[src/rtl/vector_mask_result_packer_pkg.sv]
// Shared vector-unit constants plus the mask packer's state type and element-count helper.
// Both packages live together so a single file brings in everything the packer needs.
package riscv_v_pkg;
  localparam int VLEN = 128;
endpackage

package dragonfang_pkg;
  import riscv_v_pkg::*;

  typedef enum logic [1:0] {
    IDLE    = 2'd0,
    COLLECT = 2'd1,
    DONE    = 2'd2
  } mask_packer_state_t;

  // Number of mask bits one vector register contributes at the given vsew.
  function automatic int elements_per_register(input logic [1:0] vsew);
    return VLEN >> (3 + int'(vsew));
  endfunction
endpackage

[src/rtl/vector_mask_result_packer_if.sv]
// Start / fragment / packed-mask handshakes between compare unit, packer and writeback.
// The master side drives requests and fragments; the slave side is the packer.
interface vector_mask_result_packer_if #(
  parameter int VLEN = riscv_v_pkg::VLEN
);
  localparam int VLW = $clog2(VLEN) + 1;

  logic            start_valid;
  logic            start_ready;
  logic [1:0]      start_sew;
  logic [1:0]      start_lmul;
  logic [VLW-1:0]  start_vl;
  logic            part_valid;
  logic            part_ready;
  logic [VLEN-1:0] part_mask;
  logic            mask_valid;
  logic            mask_ready;
  logic [VLEN-1:0] mask_data;

  modport master (
    output start_valid, start_sew, start_lmul, start_vl,
    output part_valid, part_mask, mask_ready,
    input  start_ready, part_ready, mask_valid, mask_data
  );

  modport slave (
    input  start_valid, start_sew, start_lmul, start_vl,
    input  part_valid, part_mask, mask_ready,
    output start_ready, part_ready, mask_valid, mask_data
  );
endinterface

[src/rtl/vector_mask_tail_clear.sv]
// Combinational keep mask for the vl tail: bit e is set when e < vl.
// A shift by vl >= VLEN yields zero, so vl = VLEN gives an all-ones keep mask.
module vector_mask_tail_clear #(
  parameter int VLEN = riscv_v_pkg::VLEN,
  localparam int VLW = $clog2(VLEN) + 1
) (
  input  logic [VLW-1:0]  vl,
  output logic [VLEN-1:0] keep
);
  assign keep = ~({VLEN{1'b1}} << vl);
endmodule

[src/rtl/vector_mask_result_packer.sv]
// Packs 2^lmul per-register compare fragments into one tail-cleared VLEN-bit mask.
// Mask valid 2^lmul+1 cycles after start when unstalled; held until writeback accepts it.
module vector_mask_result_packer
  import dragonfang_pkg::*;
#(
  parameter int VLEN = riscv_v_pkg::VLEN,
  localparam int VLW = $clog2(VLEN) + 1
) (
  input  logic                         clock,
  input  logic                         reset,
  vector_mask_result_packer_if.slave   bus,
  output logic                         busy
);

  mask_packer_state_t state_q, state_nxt;

  logic [1:0]      sew_q;
  logic [1:0]      lmul_q;
  logic [VLW-1:0]  vl_q;
  logic [2:0]      pass_q;
  logic [VLEN-1:0] acc_q;
  logic [VLEN-1:0] acc_nxt;
  logic [VLEN-1:0] mask_data_q;
  logic [VLEN-1:0] keep;
  logic [2:0]      pass_last;
  logic            start_fire;
  logic            part_fire;
  logic            mask_fire;
  logic            last_pass;

  vector_mask_tail_clear #(.VLEN(VLEN)) u_tail_clear (
    .vl   (vl_q),
    .keep (keep)
  );

  assign pass_last = 3'((4'd1 << lmul_q) - 4'd1);
  assign last_pass = (pass_q == pass_last);

  // Handshake outputs come from the state register only.
  always_comb begin
    state_nxt       = state_q;
    bus.start_ready = (state_q == IDLE);
    bus.part_ready  = (state_q == COLLECT);
    bus.mask_valid  = (state_q == DONE);
    busy            = (state_q != IDLE);
    start_fire      = bus.start_valid && (state_q == IDLE);
    part_fire       = bus.part_valid  && (state_q == COLLECT);
    mask_fire       = bus.mask_ready  && (state_q == DONE);
    case (state_q)
      IDLE:    if (start_fire) state_nxt = COLLECT;
      COLLECT: if (part_fire && last_pass) state_nxt = DONE;
      DONE:    if (mask_fire) state_nxt = IDLE;
      default: state_nxt = IDLE;
    endcase
  end

  always_ff @(posedge clock) begin
    if (reset) begin
      state_q <= IDLE;
    end else begin
      state_q <= state_nxt;
    end
  end

  // Splice the low epr bits of the fragment into the accumulator at pass*epr.
  always_comb begin
    int epr;
    int base;
    logic [VLEN-1:0] low;
    epr     = elements_per_register(sew_q);
    base    = int'(pass_q) * epr;
    low     = {VLEN{1'b1}} >> (VLEN - epr);
    acc_nxt = (acc_q & ~(low << base)) | ((bus.part_mask & low) << base);
  end

  always_ff @(posedge clock) begin
    if (reset) begin
      sew_q       <= '0;
      lmul_q      <= '0;
      vl_q        <= '0;
      pass_q      <= '0;
      acc_q       <= '0;
      mask_data_q <= '0;
    end else begin
      if (start_fire) begin
        sew_q  <= bus.start_sew;
        lmul_q <= bus.start_lmul;
        vl_q   <= bus.start_vl;
        acc_q  <= '0;
        pass_q <= '0;
      end
      if (part_fire) begin
        acc_q  <= acc_nxt;
        pass_q <= pass_q + 3'd1;
        if (last_pass) begin
          mask_data_q <= acc_nxt & keep;
        end
      end
    end
  end

  assign bus.mask_data = mask_data_q;

endmodule
[src/flat_wrapper.sv]
// flat-port wrapper written by rule: the top's interface ports become plain ports
module vector_mask_result_packer_flat import dragonfang_pkg::*;
#(
  parameter int VLEN = riscv_v_pkg::VLEN,
  localparam int VLW = $clog2(VLEN) + 1
)
  (clock, reset, busy, bus_start_valid, bus_start_sew, bus_start_lmul, bus_start_vl, bus_part_valid, bus_part_mask, bus_mask_ready, bus_start_ready, bus_part_ready, bus_mask_valid, bus_mask_data);
  vector_mask_result_packer_if #(.VLEN(VLEN)) bus_i ();
  input  logic clock;
  input  logic reset;
  output logic busy;
  input wire logic [$bits(bus_i.start_valid)-1:0] bus_start_valid;
  input wire logic [$bits(bus_i.start_sew)-1:0] bus_start_sew;
  input wire logic [$bits(bus_i.start_lmul)-1:0] bus_start_lmul;
  input wire logic [$bits(bus_i.start_vl)-1:0] bus_start_vl;
  input wire logic [$bits(bus_i.part_valid)-1:0] bus_part_valid;
  input wire logic [$bits(bus_i.part_mask)-1:0] bus_part_mask;
  input wire logic [$bits(bus_i.mask_ready)-1:0] bus_mask_ready;
  output wire logic [$bits(bus_i.start_ready)-1:0] bus_start_ready;
  output wire logic [$bits(bus_i.part_ready)-1:0] bus_part_ready;
  output wire logic [$bits(bus_i.mask_valid)-1:0] bus_mask_valid;
  output wire logic [$bits(bus_i.mask_data)-1:0] bus_mask_data;
  assign bus_i.start_valid = bus_start_valid;
  assign bus_i.start_sew = bus_start_sew;
  assign bus_i.start_lmul = bus_start_lmul;
  assign bus_i.start_vl = bus_start_vl;
  assign bus_i.part_valid = bus_part_valid;
  assign bus_i.part_mask = bus_part_mask;
  assign bus_i.mask_ready = bus_mask_ready;
  assign bus_start_ready = bus_i.start_ready;
  assign bus_part_ready = bus_i.part_ready;
  assign bus_mask_valid = bus_i.mask_valid;
  assign bus_mask_data = bus_i.mask_data;
  vector_mask_result_packer #(.VLEN(VLEN)) u_core (.clock(clock), .reset(reset), .bus(bus_i), .busy(busy));
endmodule
[config.mk]
export PLATFORM = sky130hd
export DESIGN_NAME = vector_mask_result_packer_flat
export DESIGN_NICKNAME = d
export VERILOG_FILES = /design/src/rtl/vector_mask_result_packer_pkg.sv /design/src/rtl/vector_mask_result_packer_if.sv /design/src/rtl/vector_mask_tail_clear.sv /design/src/rtl/vector_mask_result_packer.sv /design/src/flat_wrapper.sv
export SDC_FILE = /design/constraint.sdc
export NUM_CORES = 1
export LEC_CHECK = 0
export CAP_MARGIN = 25
export CORE_AREA = 2 2 244 186
export CTS_CLUSTER_SIZE = 30
export DETAILED_ROUTE_END_ITERATION = 10
export DIE_AREA = 0 0 246 188
export SYNTH_ARGS = -nofsm -noshare
export SYNTH_HDL_FRONTEND = slang
export SYNTH_SLANG_ARGS = --single-unit
[constraint.sdc]
create_clock -name clock -period 4.33 [get_ports clock]
set_clock_uncertainty 0.05 [all_clocks]
set_input_delay 0.433 -clock clock [delete_from_list [all_inputs] [get_ports clock]]
set_output_delay 0.433 -clock clock [all_outputs]
set_load 0.05 [all_outputs]
==> impl_metrics.tcl <==
set metrics [dict create \
    status "finished, final reports clean" \
    overflow 0 \
    dieArea_um2 46200 \
    start_util_pct 39.4 \
    n_antenna_cell 0 \
    cts_sinks 273 \
    vias_per_cell 6.67 \
    place_hpwl_mm 79.8 \
    antenna_found_initial 4 \
    p_leak_nw 8.92 \
    max_freq_mhz 232 \
    start_kind "register" \
    hp-class "input pin to register" \
    fp.dieW_um 246 \
    p_total_mw 7.06 \
    cts-hold-fix-buffers 0 \
    synth_cells 2238 \
    ys_types 122 \
    slew_headroom_pct 24.2 \
    vias 22100 \
    h-tree-depth 1 \
    drc 0 \
    grt_max_degree 84 \
    fin_crit_sh_pct 99.4 \
    cp.arrival_ns 4.77 \
    cts_tree "yes" \
    ys_ff_latch 273 \
    final_core_util_pct 55.0 \
    avgSynthCellArea_um2 7.75 \
    mostFrequentLayoutCells "415 x buf_4, 295 x nand2_1, 272 x dfxtp_1, 179 x clkdlybuf4s50_1, 177 x o21ai_0" \
    num-nets-final 2867 \
    worstHoldPathCells 2 \
    yosysWarnings 0 \
    globalplace.congestion 1.04 \
    critPathMaxFanout 12 \
    tightestPinTransition_ns 1.13 \
    syn_to_final_growth_pct 39.4 \
    die_h_um 188 \
    hold_ws_ns 0.199 \
    placed_area_um2 22600 \
    synth_flop_cell "dfxtp_1" \
    cts.path.max_buffers 3 \
    fin_cells 3316 \
    clk_pin_slew_ns 0.09 \
    clock-root-buffer "clkbuf_16" \
    wl_per_cell_um 30.8 \
    multi_input_area_um2 11300 \
    grt_pass1_vias 20700 \
    area.sequential_um2 5470 \
    synth_edf_count 0 \
    ys_async_sr_fraction_pct 0 \
    cts_buffers 30 \
    drt_pass1_iterations 7 \
    route.final.wire_length_mm 102 \
    drive_above_1_share_pct 24.3 \
    place_inst 3252 \
    reg2regPathDepth 16 \
    grt_use_total_pct 42.8 \
    cp-end-kind "register" \
    maxCapViolCount 0 \
    critPathKind "register to register" \
    grt_pass1_wl_mm 145 \
    drv_slew 0 \
    ant_nets 0 \
    port_buffers 180 \
    vdd_drop_max_uv 301 \
    ios 277 \
    first_iter_violations 3474 \
    row_count 67 \
    synth_area_um2 17400 \
    period_needed_ns 4.30 \
    core_um2 44000 \
    final_common_cell "buf_4" \
    clkLatencyLatePin_ns 0.61 \
    setup_viol 0 \
    syn_nets 2399 \
    required_ns 4.80 \
    hold_violations 0 \
    fin_area_um2 24200 \
    ys_seq_area_share_pct 31.5 \
    nFillCells 4217 \
    p_per_area_nw_per_um2 292 \
]
==> where the power goes <==
part,switching (mW),total [mW],internal [mW]
logic,1.13,1.68,0.548
registers,0.0319,2.57,2.54
clock network,1.17,2.82,1.65
total,2.33,7.06,4.74
==> per-stage QoR <==
stage	TNS, ns	worst slack [ns]
2_1_floorplan	0	0.0529
3_3_place_gp	-0.00215	-0.00215
3_5_place_dp	-0.905	-0.152
4_1_cts	0	0.0148
5_1_grt	-0.0365	-0.0265
6_report	0	0.0255
==> cells in the mapped netlist (all sizes together) (20+ instances only) <==
| cell type | count | area (µm²) |
|---|---|---|
| nor3 | 60 | 342 |
| inv | 39 | 146 |
| a32o | 25 | 250 |
| a32oi | 25 | 226 |
| o22ai | 43 | 275 |
| a21oi | 165 | 860 |
| o31ai | 28 | 220 |
| dfxtp | 273 | 5470 |
| o21ai | 221 | 1110 |
| nand3 | 91 | 488 |
| and3 | 22 | 138 |
| buf | 91 | 559 |
| o211ai | 47 | 358 |
| o2bb2ai | 20 | 175 |
| a22oi | 54 | 430 |
| nor4 | 22 | 195 |
| nand4 | 24 | 156 |
| a211oi | 35 | 295 |
| clkbuf | 98 | 369 |
| a22o | 69 | 604 |
| nor2 | 156 | 608 |
| nand2 | 299 | 1130 |
| a21o | 28 | 210 |
==> flip-flops by register name, indices dropped and copies added (netlist names) <==
signal,flops
u_core.pass_q,3
u_core.acc_q,128
u_core.vl_q,8
u_core.lmul_q,2
u_core.state_q,2
u_core.sew_q,2
u_core.bus.mask_data,128
==> metal layers <==
| metal | wire length (µm) | GRT usage, % | vias up |
|---|---|---|---|
| met5 | 13 | 0 | - |
| li1 | - | - | 9438 |
| met2 | 39500 | 58.0 | 1692 |
| met4 | 4640 | 16.1 | 2 |
| met1 | 42500 | 60.7 | 10700 |
| met3 | 15600 | 15.7 | 267 |
==> repair_timing <==
item	in CTS	in global routing
gates resized for setup	9	69
pin swaps	2	17
endpoints found under the setup margin	21	120
buffers inserted	0	7
cloned	0	1
==> cell type report <==
cell class	instances	area share (%)
Timing Repair Buffer	625	22.7
Inverter	40	0.621
Sequential cell	273	22.6
Clock buffer	42	3.63
Tap cell	586	3.03
Clock inverter	14	0.771
Multi-Input combinational cell	1736	46.6
==> final timing paths <==
| kind | to | slack (ns) | start |
|---|---|---|---|
| min reg2reg | u_core.acc_q[113] | 0.40 | u_core.acc_q[113] |
| max | u_core.acc_q[38] | 0.03 | u_core.sew_q[1] |
| min | u_core.bus.mask_data[15] | 0.20 | reset |
| max reg2reg | u_core.acc_q[38] | 0.03 | u_core.sew_q[1] |
==> critical path, cell delays in order, from the launching register on <==
cell and delay, ns:
dfxtp_1 0.35, buf_4 0.17, and3_1 0.15, ha_1 0.29, inv_1 0.05, fa_1 0.55, inv_1 0.09, ha_4 0.29
a211oi_4 0.07, buf_12 0.16, o21ai_4 0.30, buf_4 0.18, buf_4 0.21, a2111oi_4 0.07, o31ai_1 0.77, a22o_1 0.32
o2bb2ai_1 0.13
==> kinds of logic after synthesis <==
family	count (synthesis)	share of synthesized area (%)
AOI/OAI and AO/OA	919	37.2
and+or+nand+nor	768	21.4
adders and majority gates	16	1.24
muxes	25	1.69
xor gates and xnor gates	8	0.707
buffers and inverters	229	6.22
DFF	273	31.5
Note: power is estimated with default switching activity, not from simulation.
==> variant: new RTL, same settings <==
Change the package constant `VLEN` from 128 to 64.
--- a/src/rtl/vector_mask_result_packer_pkg.sv
+++ b/src/rtl/vector_mask_result_packer_pkg.sv
@@ -2,5 +2,5 @@
 // Both packages live together so a single file brings in everything the packer needs.
 package riscv_v_pkg;
-  localparam int VLEN = 128;
+  localparam int VLEN = 64;
 endpackage
 
Ports: changed (resized bus_mask_data, bus_part_mask and bus_start_vl); port bits go from 277 to 148. The function was not compared with the original's and may differ.
==> variant against the original RTL <==
Routed wire length down 52%; area after synthesis down 44%; design area down 48%; sequential cell count down 129; core utilization down 26 points; total power down 45%; non-clock buffer count down 413; worst hold slack better by 0.20 ns; worst setup slack better by 0.026 ns.
==> variant: results (changes against the original RTL) <==
logic_synthesis:
  synth_area_leaders: "dfxtp_1 29%, nand2_1 7.1%, o21ai_0 5.0%"
  ys_warn_count: 0  # unchanged
  synthXorXnorAreaFrac_pct: 0.9462  # +0.24 points
  synth_compound_area_share_pct: 35.74  # -1.5 points
  synth-seq-area-share_pct: 29.46  # -2.0 points
  synth_mux_area_share_pct: 1.956  # +0.27 points
  syn-num-nets: 1393  # -42%
  yosys.area_share.adder_pct: 2.301  # +1.1 points
  synthCells: 1297  # -42%
  synthArstFlopShare_pct: 0  # unchanged
  synth_ff_type: "dfxtp_1"
  ys_types: 103  # -16%
  synth_common_cells: "185 x nand2_1, 144 x dfxtp_1, 98 x o21ai_0"
final_layout:
  nNetsFinal: 1510  # -47%
  drive_above_1_share_pct: 14.38  # -9.9 points
  fillCellCount: 4746  # +13%
  diodes: 0  # unchanged
  fin_cells: 2012  # -39%
  seq_area_um2: 2883  # -47%
global_route:
  grt_max_degree: 66  # -21%
  antenna_found_initial: 3  # -1
  grt_pass1_vias: 10949  # -47%
  grt_usage_pct: 20.75  # -22 points
  grt_pass1_wl_mm: 72.28  # -50%
hold_path:
  hp-start: "u_core.bus.mask_data[18]"
  min_path_type: "flip-flop to flip-flop"
clocking:
  post-cts-setup-buffer-count: 0  # unchanged
  hold_buffers: 0  # unchanged
  clockBufferDepth: 2  # -1
  htree_levels: 4  # +3
  cts_resized: 0  # -9
  numCtsBuffers: 17  # -43%
  root_buffer: "clkbuf_16"
  clock_latency_ns: 0.44  # -0.17 ns
  cts.clk_slew.worst_paths_ns: 0.07  # -0.02 ns
critical_path:
  critPathArrivalTime_ns: 4.57  # -0.20 ns
  path_max_fanout: 8  # -4
  r2r_cells: 16  # unchanged
  timing.critical_path.from: "u_core.sew_q[1]"
route:
  drc: 0  # unchanged
  drt_pass1_iterations: 6  # -1
  post_drt_wl_per_cell_um: 24.27  # -21%
  drt_iter0_markers: 1660  # -52%
  via_per_inst: 5.765  # -14%
placed_design:
  dpl_cell_area_um2: 11910  # -47%
  pre_cts_ws_ns: 0.09755  # +0.2499 ns
  hpwl_mm: 36.93  # -54%
  port-buffer-count: 99  # -45%
  place_congestion: 0.9727  # -6.4%
power:
  p_leak_nw: 4.482  # -50%
  ir_drop_mv: 0.2592  # -14%
status:
  outcome: "complete, no violations"
timing:
  slew-limit-headroom_pct: 36.24  # +12 points
variant: changes by cell type after synthesis, moves of 35 or more:
cell and delta:
a21oi_1 -76, a22o_1 -39, clkbuf_1 -35, dfxtp_1 -129
nand2_1 -112, nor2_1 -57, o21ai_0 -85
variant: layer usage:
| metal | up-vias | routed length [um] | GRT usage, % |
|---|---|---|---|
| met1 | 5579 | 21230 | 29.40 |
| met4 | 4 | 1199 | 6.014 |
| met5 | - | 26 | 0 |
| li1 | 5140 | - | - |
| met3 | 95 | 6155 | 6.913 |
| met2 | 781 | 20220 | 29.47 |
variant: final timing paths:
| check | endpoint | slack, ns |
|---|---|---|
| min | u_core.bus.mask_data[18] | 0.40 |
| max | u_core.bus.mask_data[40] | 0.05 |
| min reg2reg | u_core.bus.mask_data[18] | 0.40 |
| max reg2reg | u_core.bus.mask_data[40] | 0.05 |
variant: area by class of cell:
class	count	share of cell area, %
Timing Repair Buffer	212	15.04
Tap cell	586	5.777
Clock inverter	13	1.853
Inverter	19	0.5619
Sequential cell	144	22.71
Multi-Input combinational cell	1020	50.59
Clock buffer	18	3.460
variant: where the power goes:
group          total (mW)  switching (mW)  internal, mW  leakage [nW]
combinational       0.795           0.553         0.242          3.00
clock                1.72           0.626          1.10         0.323
sequential           1.37          0.0290          1.34          1.16
variant: critical path: stages (launching register included):
cell      delay, ns
dfxtp_1        0.34
nor2b_2        0.18
and2_1         0.16
ha_1           0.28
inv_1          0.05
fa_1           0.52
inv_1          0.05
ha_1           0.31
a211oi_4       0.33
o21a_2         0.35
buf_4          0.22
nand3_1        0.28
nor2_1         0.17
a21oi_1        0.15
a221oi_1       0.37
o21ai_1        0.14
a22o_1         0.21
